==> src/rtl/branch_computation.sv <==
`default_nettype none
// ============================================================================
// Module   : branch_computation
// Brief    : Branch/jump resolution with a combinational branch-target adder
//            and a one-cycle registered redirect (valid/taken/target/misaligned).
// Revision : 1.0
// ============================================================================
module branch_computation #(
    parameter int XLEN = 32
) (
    input  logic            clk,
    input  logic            reset,
    input  logic [XLEN-1:0] nextInstr,
    input  logic [XLEN-1:0] signExtOffset,
    output logic [XLEN-1:0] branchAddress,
    input  logic            valid_in,
    input  logic [2:0]      br_op,
    input  logic [XLEN-1:0] rs_val,
    input  logic [XLEN-1:0] rt_val,
    input  logic [25:0]     jump_index,
    input  logic            flush,
    output logic            valid_q,
    output logic            taken_q,
    output logic [XLEN-1:0] target_q,
    output logic            misaligned_q
);

    localparam logic [2:0] c_OP_NONE = 3'b000;
    localparam logic [2:0] c_OP_BEQ  = 3'b001;
    localparam logic [2:0] c_OP_BNE  = 3'b010;
    localparam logic [2:0] c_OP_BLEZ = 3'b011;
    localparam logic [2:0] c_OP_BGTZ = 3'b100;
    localparam logic [2:0] c_OP_BLTZ = 3'b101;
    localparam logic [2:0] c_OP_BGEZ = 3'b110;
    localparam logic [2:0] c_OP_J    = 3'b111;

    logic            w_rsZero;
    logic            w_rsNeg;
    logic            w_equal;
    logic            w_taken;
    logic [XLEN-1:0] w_jumpTarget;
    logic [XLEN-1:0] w_target;
    logic            w_misaligned;
    logic            w_accept;

    logic            r_valid;
    logic            r_taken;
    logic [XLEN-1:0] r_target;
    logic            r_misaligned;

    // Word offset scaled to bytes; overflow wraps silently.
    assign branchAddress = nextInstr + {signExtOffset[XLEN-3:0], 2'b00};

    assign w_jumpTarget  = {nextInstr[XLEN-1:28], jump_index, 2'b00};

    assign w_rsZero = (rs_val == '0);
    assign w_rsNeg  = rs_val[XLEN-1];
    assign w_equal  = (rs_val == rt_val);

    always_comb begin
        w_taken = 1'b0;
        case (br_op)
            c_OP_NONE: w_taken = 1'b0;
            c_OP_BEQ:  w_taken = w_equal;
            c_OP_BNE:  w_taken = !w_equal;
            c_OP_BLEZ: w_taken = w_rsNeg || w_rsZero;
            c_OP_BGTZ: w_taken = !w_rsNeg && !w_rsZero;
            c_OP_BLTZ: w_taken = w_rsNeg;
            c_OP_BGEZ: w_taken = !w_rsNeg;
            c_OP_J:    w_taken = 1'b1;
            default:   w_taken = 1'b0;
        endcase
    end

    // Not-taken requests redirect to the sequential address so target_q is
    // always the correct next fetch address.
    always_comb begin
        w_target = nextInstr;
        if (w_taken) begin
            if (br_op == c_OP_J) begin
                w_target = w_jumpTarget;
            end else begin
                w_target = branchAddress;
            end
        end
    end

    assign w_misaligned = w_taken && (br_op != c_OP_J) && (w_target[1:0] != 2'b00);
    assign w_accept     = valid_in && !flush;

    always_ff @(posedge clk) begin
        if (reset) begin
            r_valid      <= 1'b0;
            r_taken      <= 1'b0;
            r_target     <= '0;
            r_misaligned <= 1'b0;
        end else if (w_accept) begin
            r_valid      <= 1'b1;
            r_taken      <= w_taken;
            r_target     <= w_target;
            r_misaligned <= w_misaligned;
        end else begin
            // Idle or flushed: drop the request but keep the last redirect.
            r_valid      <= 1'b0;
            r_taken      <= 1'b0;
            r_misaligned <= 1'b0;
        end
    end

    assign valid_q      = r_valid;
    assign taken_q      = r_taken;
    assign target_q     = r_target;
    assign misaligned_q = r_misaligned;

endmodule
`default_nettype wire

==> config.mk <==
export PLATFORM = sky130hd
export DESIGN_NAME = branch_computation
export DESIGN_NICKNAME = d
export VERILOG_FILES = /design/src/rtl/branch_computation.sv
export SDC_FILE = /design/constraint.sdc
export NUM_CORES = 1
export LEC_CHECK = 0
export ABC_AREA = 1
export BUFFER_PORTS_ARGS = -buffer_cell sky130_fd_sc_hd__buf_4
export CELL_PAD_IN_SITES_DETAIL_PLACEMENT = 1
export CELL_PAD_IN_SITES_GLOBAL_PLACEMENT = 1
export CORE_MARGIN = 1
export CORE_UTILIZATION = 30
export CTS_CLUSTER_SIZE = 24
export DETAILED_ROUTE_END_ITERATION = 8
export PLACE_DENSITY_LB_ADDON = 0.25
export REMOVE_ABC_BUFFERS = 1
export SLEW_MARGIN = 20
export SYNTH_ARGS = -nofsm -noshare
export SYNTH_HDL_FRONTEND = slang
export SYNTH_SLANG_ARGS = --single-unit
export TNS_END_PERCENT = 100
==> constraint.sdc <==
create_clock -name clk -period 4.9 [get_ports clk]
set_clock_uncertainty 0.15 [all_clocks]
set_input_delay 0.98 -clock clk [delete_from_list [all_inputs] [get_ports clk]]
set_output_delay 0.98 -clock clk [all_outputs]
set_load 0.02 [all_outputs]
==> flow_summary.yaml <==
drt:
  dr.first_iter.drc_count: 171
  dr_total_vias: 5884
  drtAntennaViolNets: 0
  via_per_inst: 4.68
  drc: 0
  dr.pass1.iters: 4
  wire_per_inst_um: 13.9
  wl_um: 17500
min_path:
  hold_class: "flop to flop"
  worstHoldPathCells: 2
clocking:
  cts_sinks: 35
  cts_tree: "done"
  cts.clk_slew.worst_paths_ns: 0.06
  htreeDepth: 2
  hold_buffers: 0
  cts.repair.resized: 0
  clock_tree.buffer_depth: 2
  cts_root_buf: "clkbuf_16"
  post_cts_buffers: 0
  numCtsBuffers: 5
  clk_latency_ns: 0.28
placement:
  place_hpwl_um: 15000
  dpl_worst_slack_ns: 0.692
  place_congestion: 0.846
  io_buffers: 225
  dp.cells: 1250
sta:
  finalWorstSetupSlack_ns: 0.712
  slew_viol_final: 0
  worst-slew-pin-transition_ns: 0.694
  finalSetupViolCount: 0
  fin_setup_tns_ns: 0
  post-route-min-period_ns: 4.19
  fin_crit_sh: 0.855
  relSlewSlack: 0.537
  rsz0062_at_grt: "no"
  hold_viol: 0
  fin_hold_ws_ns: 0.323
  fmax_mhz: 239
setup_path:
  slowest_stage: "fa_1"
  path_cells: "buf_4 -> ha_1 -> inv_1 -> fa_1 -> inv_1 -> nand3_1 -> nand3_1 -> nand3_1 -> nand3_1 -> nand2_1 -> nand2_1 -> xor2_1 -> buf_4"
  worstPathRequired_ns: 3.77
  path_buf_inv: 4
  criticalPathCategory: "primary input to primary output"
  cp.arrival_ns: 3.06
  crit_path_max_incr_delay_ns: 0.41
  path_common_cell: "nand3_1"
  endpoint_kind: "primary output"
  path_max_fanout: 4
  cp.depth: 13
  startpoint_type: "primary input"
  critical_path.top_delay_family: "simple AND/OR/NAND/NOR gates"
  worst_r2r_path_depth: 4
floorplanning:
  dieArea_mm2: 0.0161
  core_area_mm2: 0.0152
  initial_core_util: 0.307
  pin_count: 228
  die_x_um: 127
  row_count: 45
  die_h_um: 127
synthesis:
  synth_adder_area_share: 0.0820
  synthDistinctLibCells: 34
  synthCells: 852
  yosysWarnings: 0
  synth_top_family_by_area: "simple AND/OR/NAND/NOR gates"
  synth-xor-area-share: 0.0879
  synth-simple-area-share: 0.476
  muxShareOfSynthArea: 0
  ys_seq_elements: 35
  synth_compound_area_frac: 0.0777
  synth_area_mm2: 0.00467
  synth_area_per_cell_um2: 5.48
  yosysSeqAreaShare: 0.150
global_route:
  grt_pass1_wl_um: 28200
  grt_max_degree: 34
  grt-ovfl-total: 0
  grt_pass1_vias: 6034
  track_usage: 0.218
  antenna_found_initial: 0
finish:
  final_net_count: 1260
  final_cells: 1258
  layout-drive-gt1-share: 0.241
  nFillCells: 2142
  diodes: 0
  synthToLayoutAreaGrowth_pct: 42.7
power_and_ir_drop:
  p_leak_nw: 3.71
  power.density_mw_per_mm2: 211
  peakVddDrop_v: 0.000142
  totalPowerFinal_mw: 1.41
outcome:
  status: "completed"
job:
  cap_violations: 0
cells in the mapped netlist:
master    count  area, um^2
nand2_2       2        12.5
nand3b_1     10        75.1
ha_1         29         363
o21ai_0      15        75.1
nand2_1     273        1020
inv_2         3        11.3
and2_1        6        37.5
fa_1          1        20.0
clkbuf_1     12        45.0
nor2_1      122         458
xor2_1       13         114
a21oi_1      35         175
buf_1         1        3.75
buf_2         1        5.00
buf_4         3        22.5
xnor2_1      32         280
clkinv_1      2        7.51
dfxtp_1      35         701
o21ai_1      14        70.1
or2_2        10        62.6
buf_6         2        22.5
nand2_4       1        11.3
nand4_1       5        31.3
nand3_1      81         405
xor2_2        1        16.3
nor3_1        7        35.0
nand3_2       1        10.0
nor3_2        2        20.0
nor3b_1       1        7.51
inv_1       125         469
nand4_4       1        21.3
nor2_4        1        11.3
a211oi_2      1        12.5
o21bai_1      4        30.0
final timing paths:
kind	start	end	slack (ns)
setup / recovery	nextInstr[2]	branchAddress[22]	0.71
hold / removal	target_q[31]	target_q[31]	0.32
setup reg to reg	target_q[27]	target_q[27]	4.08
hold reg to reg	target_q[31]	target_q[31]	0.32
report_power, final:
| group | internal [mW] | switching (mW) |
|---|---|---|
| clock | 0.189 | 0.135 |
| combinational | 0.322 | 0.446 |
| sequential | 0.305 | 0.0103 |
| total | 0.815 | 0.591 |
state kept, by name, indices dropped and copies added, names as in the netlist:
signal,flops
valid_q,1
target_q,32
taken_q,1
misaligned_q,1
cell families (layout without fill, tap and decap cells):
group | after synthesis | after routing
and+or+nand+nor | 523 | 523
AOI/OAI and AO/OA | 69 | 69
DFF | 35 | 35
adders and majority gates | 30 | 30
xor gates and xnor gates | 46 | 46
buffers and inverters | 149 | 367
worst register-to-register path, stage by stage, from the launching register on:
cell,delay [ns]
dfxtp_1,0.31
nor2_1,0.11
nor2_1,0.05
nand2_1,0.07
inv_1,0.03
layout by cell type (no fill, tap or decap), types with 4 or more instances in the layout:
cell | synthesis | layout
a21oi_1 | 35 | 35
and2_1 | 6 | 6
buf_4 | 3 | 229
clkbuf_16 | 0 | 5
dfxtp_1 | 35 | 35
ha_1 | 29 | 29
inv_1 | 125 | 125
nand2_1 | 273 | 273
nand3_1 | 81 | 81
nand3b_1 | 10 | 10
nand4_1 | 5 | 5
nor2_1 | 122 | 122
nor3_1 | 7 | 7
o21ai_0 | 15 | 15
o21ai_1 | 14 | 14
o21bai_1 | 4 | 4
or2_2 | 10 | 10
xnor2_1 | 32 | 32
xor2_1 | 13 | 13
layer usage:
layer | wire (um) | GRT usage | share of wire
met2 | 8620 | 0.410 | 0.49
met4 | 208 | 0.0462 | 0.012
met5 | 0 | 0 | 0
met3 | 745 | 0.0274 | 0.043
met1 | 7940 | 0.264 | 0.45
final cells by class:
cell class	instances	area, um^2	share of cell area
Clock buffer	7	133	0.0199
Sequential cell	35	701	0.105
Multi-Input combinational cell	668	3380	0.507
Clock inverter	1	5.00	0.000751
Tap cell	188	235	0.0353
Inverter	130	488	0.0733
Timing Repair Buffer	229	1720	0.258
through the flow:
stage | instance area [um^2] | util
after floorplan | 4570 | -
after global placement | 6520 | 0.429
final | 6660 | 0.438
after detailed placement | 6520 | 0.429
after CTS | 6660 | 0.438
after global routing | 6660 | 0.438
(Power assumes the default switching activity.)
